`config.mk`:
```
export PLATFORM = sky130hd
export DESIGN_NAME = inst_mem_loader
export DESIGN_NICKNAME = d
export VERILOG_FILES = /design/src/rtl/inst_loader_pkg.sv /design/src/rtl/byte_word_packer.sv /design/src/rtl/inst_mem_loader.sv
export SDC_FILE = /design/constraint.sdc
export NUM_CORES = 1
export LEC_CHECK = 0
export BUFFER_PORTS_ARGS = -buffer_cell sky130_fd_sc_hd__clkbuf_2
export CAP_MARGIN = 40
export CORE_MARGIN = 1.5
export CORE_UTILIZATION = 55
export DETAILED_ROUTE_END_ITERATION = 8
export GPL_ROUTABILITY_DRIVEN = 0
export PLACE_DENSITY = 0.85
export SLEW_MARGIN = 15
export SYNTH_ARGS = -nofsm -noshare
export SYNTH_HDL_FRONTEND = slang
export SYNTH_SLANG_ARGS = --single-unit
```
`constraint.sdc`:
```
create_clock -name clk -period 2.8 [get_ports clk]
set_input_delay 0.56 -clock clk [delete_from_list [all_inputs] [get_ports clk]]
set_output_delay 0.56 -clock clk [all_outputs]
set_load 0.05 [all_outputs]
```
`src/rtl/inst_loader_pkg.sv`:
```
// Shared types and constants for the instruction-memory loader.
package inst_loader_pkg;

  typedef enum logic [2:0] {
    IDLE,
    LEN_HI,
    LEN_LO,
    DATA,
    CSUM,
    DONE,
    ERR
  } state_t;

  localparam int unsigned BYTES_PER_WORD = 4;
  localparam int unsigned LEN_W          = 16;

endpackage

```
`src/rtl/byte_word_packer.sv`:
```
// Packs a byte stream into 32-bit words, MSB first.
// word_valid/word are combinational on the 4th byte so the caller can
// register the write in the following cycle.
module byte_word_packer
  import inst_loader_pkg::*;
(
  input  logic        clk,
  input  logic        reset,
  input  logic        clear,
  input  logic        byte_valid,
  input  logic [7:0]  data,
  output logic        word_valid,
  output logic [31:0] word
);

  logic [23:0] pack;
  logic [1:0]  cnt;

  // Shift accepted bytes in and count position within the word.
  always_ff @(posedge clk) begin
    if (reset || clear) begin
      pack <= '0;
      cnt  <= '0;
    end else if (byte_valid) begin
      pack <= {pack[15:0], data};
      cnt  <= cnt + 2'd1;
    end
  end

  assign word_valid = byte_valid && (cnt == 2'(BYTES_PER_WORD - 1));
  assign word       = {pack, data};

endmodule

```
`src/rtl/inst_mem_loader.sv`:
```
// Boot loader: receives a length-prefixed image over a byte stream and
// writes it into instruction memory, holding the CPU in reset until done.
// Optional trailing XOR checksum enabled by defining INST_LOADER_CSUM_EN.
module inst_mem_loader
  import inst_loader_pkg::*;
#(
  parameter int unsigned ROM_SIZE = 256
) (
  input  logic        clk,
  input  logic        reset,
  input  logic        start,
  input  logic [7:0]  rx_data,
  input  logic        rx_valid,
  output logic        wr_en,
  output logic [31:0] wr_addr,
  output logic [31:0] wr_data,
  output logic        cpu_hold,
  output logic        done,
  output logic        error,
  output logic [15:0] word_count
);

  state_t           state, state_next;
  logic [7:0]       len_hi;
  logic [LEN_W-1:0] len;
  logic [LEN_W-1:0] len_rx;
  logic             len_ok;
  logic             clear;
  logic             byte_accept;
  logic             word_valid;
  logic [31:0]      word;
  logic             last_word;

  assign len_rx      = {len_hi, rx_data};
  assign len_ok      = (len_rx != '0) && (32'(len_rx) <= ROM_SIZE);
  assign clear       = start && (state inside {IDLE, DONE, ERR});
  assign byte_accept = rx_valid && (state == DATA);
  assign last_word   = word_valid && (word_count == len - 16'd1);

  byte_word_packer u_packer (
    .clk        (clk),
    .reset      (reset),
    .clear      (clear),
    .byte_valid (byte_accept),
    .data       (rx_data),
    .word_valid (word_valid),
    .word       (word)
  );

`ifdef INST_LOADER_CSUM_EN
  logic [7:0] csum;

  // XOR of data bytes only; length bytes are excluded.
  always_ff @(posedge clk) begin
    if (reset || clear) begin
      csum <= '0;
    end else if (byte_accept) begin
      csum <= csum ^ rx_data;
    end
  end
`endif

  // State register.
  always_ff @(posedge clk) begin
    if (reset) begin
      state <= IDLE;
    end else begin
      state <= state_next;
    end
  end

  // Next-state decode.
  always_comb begin
    state_next = state;
    case (state)
      IDLE:   if (start) state_next = LEN_HI;
      LEN_HI: if (rx_valid) state_next = LEN_LO;
      LEN_LO: if (rx_valid) state_next = len_ok ? DATA : ERR;
      DATA: begin
        if (last_word) begin
`ifdef INST_LOADER_CSUM_EN
          state_next = CSUM;
`else
          state_next = DONE;
`endif
        end
      end
      CSUM: begin
`ifdef INST_LOADER_CSUM_EN
        if (rx_valid) state_next = (rx_data == csum) ? DONE : ERR;
`else
        state_next = ERR;
`endif
      end
      DONE:   if (start) state_next = LEN_HI;
      ERR:    if (start) state_next = LEN_HI;
      default: state_next = IDLE;
    endcase
  end

  // Registered outputs; status flags follow the next state so they change
  // in the same cycle as the final write.
  always_ff @(posedge clk) begin
    if (reset) begin
      wr_en      <= 1'b0;
      wr_addr    <= '0;
      wr_data    <= '0;
      word_count <= '0;
      len_hi     <= '0;
      len        <= '0;
      cpu_hold   <= 1'b1;
      done       <= 1'b0;
      error      <= 1'b0;
    end else begin
      wr_en <= word_valid;
      if (word_valid) begin
        wr_addr    <= {14'd0, word_count, 2'b00};
        wr_data    <= word;
        word_count <= word_count + 16'd1;
      end else if (clear) begin
        word_count <= '0;
      end
      if (state == LEN_HI && rx_valid) len_hi <= rx_data;
      if (state == LEN_LO && rx_valid) len    <= len_rx;
      cpu_hold <= (state_next != DONE);
      done     <= (state_next == DONE);
      error    <= (state_next == ERR);
    end
  end

endmodule
```
Word level (Yosys, flattened, before mapping):

Cells that the tools add are included.

* $add $sub $neg: 3
* magnitude comparators: 1
* equality and inequality tests: 11
* muxes and demuxes: 8
* reductions and logical operators: 13

Operators with widths (count)
* two-way mux 16 bit: 2
* adder 16 x 1 -> 16 bit (second input constant): 1
* == test 16 bit: 1
* less-or-equal comparator 16 x 9 -> 1 bit (second input constant): 1
* nonzero test 16 bit: 1
* subtractor 16 x 1 -> 16 bit (second input constant): 1
* == test 3 bit (second input constant): 5
* two-way mux 3 bit: 5
* case mux 3 bit (5 select lines): 1
* logical AND 1 bit: 7
* == test 3 x 2 -> 1 bit (second input constant): 2
* == test 3 x 1 -> 1 bit (second input constant): 1
* zero test 3 bit: 1
* inequality test 3 bit (second input constant): 1
* nonzero test 3 bit: 1
* OR reduction 3 bit: 1
* adder 2 x 1 -> 2 bit (second input constant): 1
* == test 2 bit (second input constant): 1
* nonzero test 2 bit: 1
* logical OR 1 bit: 1

* register bits: 121
* output and inout bits: 84

Longest topological paths before layout:

Gate-level depths: netlist (run 1).

* depth after elaboration: 7
* mapped depth: 9

Modules after synthesis:

From an unflattened synthesis (run 1), not the netlist that was laid out.

* cell total of the unflattened synthesis: 596
* area, all modules: 5373.9 um^2

Modules (own cells, without submodules)
* inst_mem_loader: instances 1, cells an instance 501, area an instance 4334.2 um^2
* byte_word_packer: instances 1, cells an instance 95, area an instance 1039.7 um^2

Worst setup path after synthesis (run 1):

OpenSTA, ideal clock, no wires.

* path type: reg-to-reg
* from: reg len[0]
* to: reg cpu_hold
* arrival time: 2266 ps
* path slack: 420 ps
* stages on the path, launching flop included: 10
* buffers on the path: 1
* period minus slack after synthesis: 2380 ps
* path through: dfxtp_1 > inv_1 > ha_1 > clkbuf_1 > or4b_1 > nor4_1 > mux2_2 > nand3_1 > nand4b_2 > a21bo_1

* word-level cells in the longest chain between the ends: 6

RTL lines
* from (decl): line inst_mem_loader.sv:25 `logic [LEN_W-1:0] len;`
* from (signal assigned): line inst_mem_loader.sv:124 `if (state == LEN_LO && rx_valid) len <= len_rx;`
* subtractor 16 x 1 -> 16 bit: line inst_mem_loader.sv:38 `assign last_word = word_valid && (word_count == len - 16'd1);`
* == test 16 bit: line inst_mem_loader.sv:38
* logical AND 1 bit: line inst_mem_loader.sv:38
* two-way mux 3 bit: line inst_mem_loader.sv:80 `if (last_word) begin`
* case mux 3 bit (5 select lines): line inst_mem_loader.sv:75 `case (state)`
* inequality test 3 bit: line inst_mem_loader.sv:125 `cpu_hold <= (state_next != DONE);`
* to (signal assigned): line inst_mem_loader.sv:125
* to (decl): line inst_mem_loader.sv:17 `output logic cpu_hold,`

No other way between the ends.
A chain may end at the register's enable or synchronous reset.

Final worst setup path (run 1):

Ends and elaborated chain as after synthesis.

==> results.md, run 1 <==
* CP Capture Point: cpu_hold$_SDFF_PP1_
* WP data required at approximately 3.2 ns
* Complex-gate fraction of the synthesized area at 16.7%
* Flop pwr share at 43.6%
* Die area at 10,200 um2
* Row count at 35
* Max-cap violations at 0
* Antenna violations before repair at 0
* Starting Density at about 57%
* Syn_area_per_cell at about 7.8 um2
* Post-synthesis sequential area ratio at 45.8%
* Synth Register Bits at 121
* Clock power share at 49.2%
* Endpoints failing hold at 0
* Ys flop type: dfxtp_1
* Peak Freq at 424 MHz
* Post-route insts no fill at a little under 900
* Unrepaired setup endpoints after global routing: no
* Vias per cell at between 5 and 6
* Synth unique cells at between 50 and 60
* Internal Power at around 3100 uW
* Xor/xnor share of the synthesized area at under 10%
* VDD IR max at around 0.51 mV
* # H-tree levels at 4
* Ys Warns at 0
* Worst-Skew Late Latency at between 0.5 and 0.6 ns
* Crit Path Class: reg2reg
* DR iter-0 viols at 436
* PD cells at ~650 nW/um2
* Rel. slew slack at 51.0%
* Die Wd at 101 um
* Die Ht at slightly above 100 um
* Gr usage total at between 20% and 30%
* Routed Antenna Nets at 0
* Post-Synthesis Cells at between 600 and 700
* Clock buffer count from CTS at 17
* First-pass GRT wire length at roughly 22 mm
* Worst Clk Skew at around 0.012 ns
* Drt pass-1 iters at 6
* Crit. Startpoint: len[0]$_SDFFE_PP0P_
* Post-CTS setup buffer count at 0
* Reg2Reg Depth at 8
* Adder-cell share of the synthesized area at less than 1%
* Crit start category: flip-flop
* Post-synth EDFFs at 0
* CP endpoint kind: flip-flop
* Root Driver: clkbuf_8
* Share of layout cells above drive strength 1 at between 15 and 20%
* CTS tree: done
* Post-synth ARST share at 0%
* Io pins at 96
* Vias in the first global route at around 4,700
* Clock-pin slew on the worst setup and hold paths at roughly 0.06 ns
* Crit share post-route at between 80% and 90%
* Hpwl dp at ~8.6 mm
* Min-Delay Path Class: in2reg
* Mapped Area at between 5000 and 6000 um2
* Fillers at about 750
* Sink Count at 121
* Least-Margin Pin Slew at between 0.7 and 0.8 ns
* Gr ovfl total at 0
* Post-placement cell count at 850
* Worst Hold Launch: rx_data[0]
* RR Endpoint: cpu_hold$_SDFF_PP1_
* Port Buffers at between 70 and 80
* CTS resizes at 0
* Status: completed
* Mux cell area share after synthesis at less than 1%
* Post-Route WL at around 13 mm
* Cts hold-fix bufs at 0
* Largest net degree at the start of global routing at between 50 and 60
* Final critical-path required period at approximately 2.4 ns
* Slack of the worst reg-to-reg path at between 0.4 and 0.5 ns
* Slew Viols, Final at 0
* P_leak at roughly 0.0024 uW
* Crit path DAT at around 2.8 ns
* Largest family of logic cells by synthesized area: simple AND/OR/NAND/NOR gates
* Worst-case clock buffer depth at 2
* Layout net count at 755
* Ant diodes at 0
* Final setup viols at 0
* Core Area at slightly above 9000 um2
* Sw frac at 23.6%
* DR DRC count at 0
* Synth-to-layout area growth at 17.9%
* Routed vias at around 5,000
* Max Fanout on Critical Path at 6
* Comb power frac at 7.2%
* Switching power at 957 uW
* Simple-gate area share of the yosys netlist at 26.0%
* WL per Instance at 14.7 um
* RR Startpoint: len[0]$_SDFFE_PP0P_
* Setup TNS at 0 ns
-- power groups by stage --
stage | registers (uW) | logic, uW | clock network, uW
after floorplan | 1790 | 252 | 0
after global placement | 1800 | 275 | 0
after detailed placement | 1800 | 284 | 0
after CTS | 1770 | 289 | 2020
after global routing | 1770 | 320 | 2100
final | 1770 | 294 | 2000
-- cells by family after synthesis --
group	after synthesis
flip-flops	121
multiplexers	3
AND/OR/NAND/NOR	305
other	1
buffers and inverters	68
adder cells (fa/ha/maj)	3
XOR/XNOR	23
AO/OA/AOI/OAI	156
-- through the flow --
step           power (uW)  setup WS [ns]  cell area [um2]  utilization [%]  hold WS (ns)
6_report             4060          0.440             6230             67.1         0.331
4_1_cts              4070          0.474             6230             67.1         0.312
2_1_floorplan        2040          0.420             5340                -         0.432
3_3_place_gp         2080          0.467             5690             61.3         0.441
5_1_grt              4190          0.342             6230             67.1         0.324
3_5_place_dp         2090          0.411             5690             61.3         0.447
-- worst max-delay path, stage by stage, from the launching register on --
cell and delay [ns]:
dfxtp_1 0.35, inv_1 0.07, ha_1 0.17, or4b_1 0.52, nor4_1 0.25, mux2_2 0.38
nand3_1 0.10, nand4b_2 0.20, a21bo_1 0.22
-- how the worst min path moves through the flow --
stage                                                end  slack, ns  cells after the start
after detailed placement  u_packer.pack[22]$_SDFFE_PP0P_       0.45                      2
after global placement          wr_addr[16]$_SDFFE_PP0P_       0.44                      2
after floorplan                 wr_data[24]$_SDFFE_PP0P_       0.43                      2
final                            wr_data[0]$_SDFFE_PP0P_       0.33                      3
after global routing              len_hi[0]$_SDFFE_PP0P_       0.32                      3
after CTS                        wr_data[0]$_SDFFE_PP0P_       0.31                      3
-- synthesized netlist by cell type (8+ instances only) --
library cell / count / area share (%)
nand2_1: 206 / 15
dfxtp_1: 121 / 46
a21oi_1: 112 / 11
clkbuf_1: 42 / 3.0
nor2_1: 18 / 1.3
buf_4: 16 / 2.3
xnor2_1: 15 / 2.5
o21ai_0: 14 / 1.3
nand3_1: 13 / 1.2
nor3_1: 8 / 0.76
nor4_1: 8 / 0.95
or2_2: 8 / 0.95
xor2_1: 8 / 1.3
-- registers in the layout, indices dropped and copies added, names as in the netlist --
register       flops
u_packer.cnt       2
done               1
wr_en              1
len               16
wr_addr           16
state              3
len_hi             8
wr_data           32
error              1
u_packer.pack     24
cpu_hold           1
word_count        16
-- cell type report --
type | instances | area [um2] | share of cell area (%)
Clock buffer | 22 | 443 | 7.11
Clock inverter | 9 | 100 | 1.61
Inverter | 4 | 15.0 | 0.241
Multi-Input combinational cell | 506 | 2600 | 41.7
Sequential cell | 121 | 2420 | 38.9
Tap cell | 129 | 161 | 2.59
Timing Repair Buffer | 90 | 490 | 7.87
-- cells in the final DEF (no fill, tap or decap), drive strengths merged, types with 8 or more instances in the layout --
cell,netlist,routed
or2,8,8
xor2,8,8
conb,1,16
clkbuf,42,100
o21ai,14,14
nor2,18,18
nor3,9,9
nand2,206,206
nand3,13,13
a21oi,112,112
dfxtp,121,121
nor4,8,8
xnor2,15,15
buf,22,12
-- per-layer routing --
metal,wire length (um),vias to the layer above,track usage (%)
met4,176,0,10.4
met2,6220,281,44.2
met5,0,-,0
li1,-,2385,-
met3,1080,23,5.41
met1,5480,2326,34.2
No activity file was read; power rests on OpenSTA's default activity.
==> run 2, diff against run 1 <==
CORE_UTILIZATION = 50   (was 55)
PLACE_DENSITY = 0.82   (was 0.85)
clock period = 2.03 ns   (was 2.8 ns; I/O delays follow)
==> results.md, run 2 (synthesized netlist as in run 1, its figures left out) <==
* Root Driver: clkbuf_8
* First-pass GRT wire length at 23.6 mm (+9.6%)
* Rel. slew slack at 63.5% (+12 points)
* Switching power at 1480 uW (+55%)
* Share of layout cells above drive strength 1 at 25.2% (+7.2 points)
* Synth-to-layout area growth at 27.5%
* Internal Power at 4590 uW (+48%)
* Clock buffer count from CTS at 17 (unchanged)
* Worst-case clock buffer depth at 2 (unchanged)
* Most common cell after layout, fill and taps aside: nand2_1
* Setup WS pre-CTS at -0.193 ns (-0.604 ns)
* Crit Path Class: reg2reg
* Vias per cell at 5.52 (-2.9%)
* Worst path top cell family by delay: simple AND/OR/NAND/NOR gates
* Unrepaired setup endpoints after global routing: yes
* Worst Hold Launch: rx_data[0]
* Crit path DAT at 2.60 ns (-0.16 ns)
* DR DRC count at 0 (unchanged)
* Port Buffers at 79 (unchanged)
* Peak Freq at 458 MHz (+8.2%)
* Sink Count at 121 (unchanged)
* Row count at 37 (+5.7%)
* Routed Antenna Nets at 0 (unchanged)
* Max reg flops at 32 (unchanged)
* Failing checks: setup timing
* Endpoints failing hold at 0 (unchanged)
* Antenna violations before repair at 0 (unchanged)
* Final setup viols at 5 (+5)
* Starting Density at 51.4% (-5.5 points)
* # H-tree levels at 4 (unchanged)
* Gr ovfl total at 0 (unchanged)
* Clock power share at 51.6% (+2.4 points)
* Most frequent cells in the layout: 205 x nand2_1, 115 x dfxtp_1, 112 x a21oi_1
* Worst-Skew Late Latency at 0.52 ns (about the same)
* CP endpoint kind: flip-flop
* Cts hold-fix bufs at 0 (unchanged)
* Io pins at 96 (unchanged)
* Die Ht at 106 um (+4.7%)
* Clock-pin slew on the worst setup and hold paths at 0.06 ns (about the same)
* Worst Path Buf+Inv at 1 (unchanged)
* Crit share post-route at 107% (+23 points)
* CTS tree: done
* Vias in the first global route at 4,975 (+6.9%)
* VDD IR max at 0.446 mV (-13%)
* Worst path slowest cell: or4_4
* Worst Clk Skew at 0.00514 ns (-0.00694 ns)
* Min-Delay Path Class: in2reg
* Least-Margin Pin Slew at 0.548 ns (-0.181 ns)
* Slew Viols, Final at 0 (unchanged)
* Max-cap violations at 0 (unchanged)
* Die area at 11,200 um2 (+9.7%)
* Worst setup margin at -0.152 ns (-0.592 ns)
* RR Startpoint: len[7]$_SDFFE_PP0P_
* Flop pwr share at 39.8% (-3.8 points)
* Worst-path cell chain: or4_4 > buf_4 > nor4_2 > xnor2_1 > nor3_2 > nand4b_4 > a21bo_1
* DR iter-0 viols at 287 (-34%)
* Comb power frac at 8.6% (+1.4 points)
* PD cells at 901 nW/um2 (+38%)
* Hpwl dp at 9.37 mm (+8.7%)
* Die Wd at 106 um (+4.7%)
* P_leak at 0.00265 uW (+13%)
* Sw frac at 24.4% (+0.83 points)
* Layout net count at 796 (+5.4%)
* Drt pass-1 iters at 5 (-1)
* Routed vias at 5,138 (+2.5%)
* WL per Instance at 15.3 um (+3.7%)
* CP peak stage delay at 0.55 ns (+0.03 ns)
* Top reg by flops: wr_data
* Biggest regs: wr_data x32, u_packer.pack x24
* Crit start category: flip-flop
* Post-Route WL at 14.2 mm (+9.5%)
* Status: complete, but fails checks
* Core Area at 10,300 um2 (+11%)
* Ant diodes at 0 (unchanged)
* Crit. Startpoint: len[7]$_SDFFE_PP0P_
* WP data required at 2.44 ns (-0.76 ns)
* Gr usage total at 26.4% (-0.28 points)
* Max Fanout on Critical Path at 5 (-1)
* Final critical-path required period at 2.18 ns (-0.178 ns)
* Largest net degree at the start of global routing at 56 (unchanged)
* Setup TNS at -0.519 ns (-0.519 ns)
[run 2: cell types whose count changed in the layout (fill, tap and decap cells not counted), sizes merged]
cell,before,now
inv,4,6
bufinv,2,4
buf,12,53
clkinvlp,2,3
clkbuf,100,96
[run 2: cell type report]
cell class	instances	area, um2
clock buffer	18	418
sequential	121	2430
clock inverter	14	196
fill	804	3540
tap	136	170
inverter	4	15.0
timing repair buffer	131	802
multi-input combinational	506	2710
[run 2: worst paths after layout]
| path | endpoint | slack (ns) | cells past startpoint |
|---|---|---|---|
| hold / removal | len[0]$_SDFFE_PP0P_ | 0.25 | 4 |
| hold reg to reg | wr_data[30]$_SDFFE_PP0P_ | 0.45 | 2 |
| setup / recovery | cpu_hold$_SDFF_PP1_ | -0.15 | 7 |
| setup reg to reg | cpu_hold$_SDFF_PP1_ | -0.15 | 7 |
[run 2: power by group through the flow]
| stage | registers [uW] | clock network (uW) | logic, uW |
|---|---|---|---|
| finish | 2420 | 3130 | 523 |
| floorplan | 2470 | 0 | 360 |
| global placement | 2470 | 0 | 463 |
| global route | 2420 | 3280 | 561 |
| detailed placement | 2470 | 0 | 480 |
| CTS | 2420 | 3140 | 504 |
[run 2: stage by stage]
stage	hold WS, ns	cells	power (uW)	util [%]	instance area, um2
final	0.254	930	6070	65.6	6740
after global routing	0.262	930	6260	65.6	6740
after CTS	0.247	930	6070	65.3	6710
after detailed placement	0.446	897	2950	58.8	6040
after global placement	0.440	897	2930	58.8	6040
after floorplan	0.432	695	2830	-	5400
[run 2: what timing repair did]
action	in CTS	in global routing
buffers inserted	1	0
pin swaps	3	2
cloned	0	0
endpoints found under the setup margin	5	5
gates resized for setup	8	5
[run 2: metal layers]
metal / part of all wire (%) / global-route usage, %
met1: 43 / 33.3
met5: 0 / 0
met2: 50 / 43.8
met4: 2.3 / 10.8
met3: 5.6 / 5.50
[run 2: tightest hold or removal path, cell delays in order]
cell and delay (ns):
clkbuf_2 0.08, buf_4 0.14, nand2_1 0.05, a21oi_1 0.05
==> run 3, diff against run 2 <==
CORE_MARGIN = 4   (was 1.5)
RECOVER_POWER = 100   (was unset)
==> results.md, run 3 (synthesized netlist as in run 1, its figures left out) <==
* Status: complete, but fails checks
* Failing checks: setup timing
* DR DRC count at 0 (unchanged)
* Most common cell after layout, fill and taps aside: nand2_1
* Worst-path cell chain: or4_4 > or3_4 > a2111o_1 > nand3_4 > nand4b_4 > a21bo_1
* P_leak at 0.00243 uW (-8.2%)
* Min-Delay Path Class: in2reg
* Sink Count at 121 (unchanged)
* Comb power frac at 8.1% (-0.5 points)
* CP Capture Point: cpu_hold$_SDFF_PP1_
* Crit. Startpoint: len[5]$_SDFFE_PP0P_
* Unrepaired setup endpoints after global routing: yes
* Endpoints failing hold at 0 (unchanged)
* RR Endpoint: cpu_hold$_SDFF_PP1_
* Crit path DAT at 2.61 ns (about the same)
* Antenna violations before repair at 0 (unchanged)
* Worst setup margin at -0.174 ns (-0.0224 ns)
* Post-route insts no fill at 928 (-0.22%)
* Final setup viols at 5 (unchanged)
* Switching power at 1440 uW (-2.5%)
* Routed Antenna Nets at 0 (unchanged)
* First-pass GRT wire length at 24.1 mm (+2.3%)
* Crit start category: flip-flop
* Routed vias at 5,170 (+0.62%)
* Post-placement cell count at 896 (-0.11%)
* DR iter-0 viols at 452 (+57%)
* Slew Viols, Final at 0 (unchanged)
* Internal Power at 4730 uW (+3.1%)
* Biggest regs: wr_data x32, u_packer.pack x24
* Die Ht at 111 um (+4.7%)
* Gr ovfl total at 0 (unchanged)
* Top reg by flops: wr_data
* Max Fanout on Critical Path at 5 (unchanged)
* Final core occ at 64.1% (-1.4 points)
* Vias in the first global route at 5,070 (+1.9%)
* Fillers at 872 (+8.5%)
* CP endpoint kind: flip-flop
* CP peak stage delay at 0.57 ns (+0.02 ns)
* RR Startpoint: len[5]$_SDFFE_PP0P_
* Final Total Pwr at 6180 uW (+1.7%)
* Starting Density at 51.2% (-0.23 points)
* Layout net count at 794 (-0.25%)
* Rel. slew slack at 43.2% (-20 points)
* WL per Instance at 15.6 um (+1.9%)
* CTS tree: done
* Crit Path Class: reg2reg
* Ant diodes at 0 (unchanged)
* Drt pass-1 iters at 8 (+3)
* VDD IR max at 0.557 mV (+25%)
* Clock-pin slew on the worst setup and hold paths at 0.06 ns (about the same)
* Worst Path Buf+Inv at 0 (-1)
* Hold Slack at 0.255 ns (+0.000600 ns)
* Slack of the worst reg-to-reg path at -0.17 ns (-0.02 ns)
* Flop pwr share at 39.1% (-0.7 points)
* Post-Route WL at 14.4 mm (+1.7%)
* Die area at 12,300 um2 (+9.7%)
* Least-Margin Pin Slew at 0.851 ns (+0.303 ns)
* Largest net degree at the start of global routing at 81 (+45%)
* Worst-case clock buffer depth at 2 (unchanged)
* Final critical-path required period at 2.20 ns (+0.0224 ns)
* Gr usage total at 23.7% (-2.7 points)
* Port Buffers at 79 (unchanged)
* Sw frac at 23.4% (-1.0 points)
* Hpwl dp at 9.52 mm (+1.7%)
* Worst Clk Skew at 0.00661 ns (+0.00147 ns)
* Crit share post-route at 109% (+1.1 points)
* Post-CTS setup buffer count at 0 (-1)
* Row count at 37 (unchanged)
* Worst path top cell family by delay: simple AND/OR/NAND/NOR gates
* WP data required at 2.44 ns (about the same)
* Core Area at 10,300 um2 (+0.45%)
* Clock buffer count from CTS at 17 (unchanged)
* Worst path slowest cell: or4_4
* Io pins at 96 (unchanged)
* Synth-to-layout area growth at 25.3%
* # H-tree levels at 4 (unchanged)
* CP Depth at 6 (-1)
* Max-cap violations at 0 (unchanged)
* Vias per cell at 5.57 (+0.84%)
* Die Wd at 111 um (+4.7%)
* Root Driver: clkbuf_8
* Peak Freq at 454 MHz (-1.0%)
* Clock power share at 52.7% (+1.1 points)
* Share of layout cells above drive strength 1 at 16.7% (-8.5 points)
* Reg2Reg Depth at 6 (-1)
* Max reg flops at 32 (unchanged)
* Most frequent cells in the layout: 205 x nand2_1, 116 x dfxtp_1, 112 x a21oi_1
* Worst-Skew Late Latency at 0.52 ns (about the same)
* PD cells at 933 nW/um2 (+3.5%)
==> run 3: repair_timing <==
item | 4_1_cts | 5_1_grt
setup endpoints to repair | 5 | 5
gates resized for setup | 7 | 3
cloned | 0 | 0
hold buffers | 0 | 0
pin swaps | 4 | 1
==> run 3: worst min path at each step <==
stage	start	to	slack (ns)	depth (start not counted)
3_3_place_gp	wr_addr[11]$_SDFFE_PP0P_	wr_addr[11]$_SDFFE_PP0P_	0.44	2
2_1_floorplan	u_packer.pack[16]$_SDFFE_PP0P_	wr_data[24]$_SDFFE_PP0P_	0.43	2
6_report	reset	error$_SDFF_PP0_	0.25	2
5_1_grt	reset	len[11]$_SDFFE_PP0P_	0.26	2
3_5_place_dp	u_packer.pack[17]$_SDFFE_PP0P_	wr_data[25]$_SDFFE_PP0P_	0.45	2
4_1_cts	reset	error$_SDFF_PP0_	0.25	2
==> run 3: layer usage <==
metal	GRT usage, %	vias up	share of wire [%]
met2	39.9	232	49
met3	5.51	37	6.7
met1	29.1	2439	42
li1	-	2462	-
met5	0	-	0
met4	9.52	0	2.5
==> run 3: stage by stage <==
step           cell area [um2]  TNS, ns  setup WS, ns
3_5_place_dp              6040   -0.954        -0.278
5_1_grt                   6620    -1.68        -0.200
4_1_cts                   6720   -0.548        -0.158
3_3_place_gp              6040   -0.263        -0.105
2_1_floorplan             5400   -0.679        -0.191
6_report                  6620   -0.650        -0.174
==> run 3: area by class of cell <==
| class | instances | area, um2 | area share (%) |
|---|---|---|---|
| tap | 136 | 170 | 2.57 |
| clock buffer | 18 | 428 | 6.46 |
| clock inverter | 14 | 219 | 3.31 |
| sequential | 121 | 2430 | 36.7 |
| multi-input combinational | 506 | 2670 | 40.3 |
| timing repair buffer | 129 | 691 | 10.4 |
| inverter | 4 | 15.0 | 0.227 |
==> run 3: power groups by stage <==
stage / Sequential (uW) / Clock (uW) / Combinational (uW)
finish: 2420 / 3260 / 502
global route: 2420 / 3420 / 541
CTS: 2420 / 3290 / 497
detailed placement: 2470 / 0 / 479
global placement: 2470 / 0 / 459
floorplan: 2470 / 0 / 360
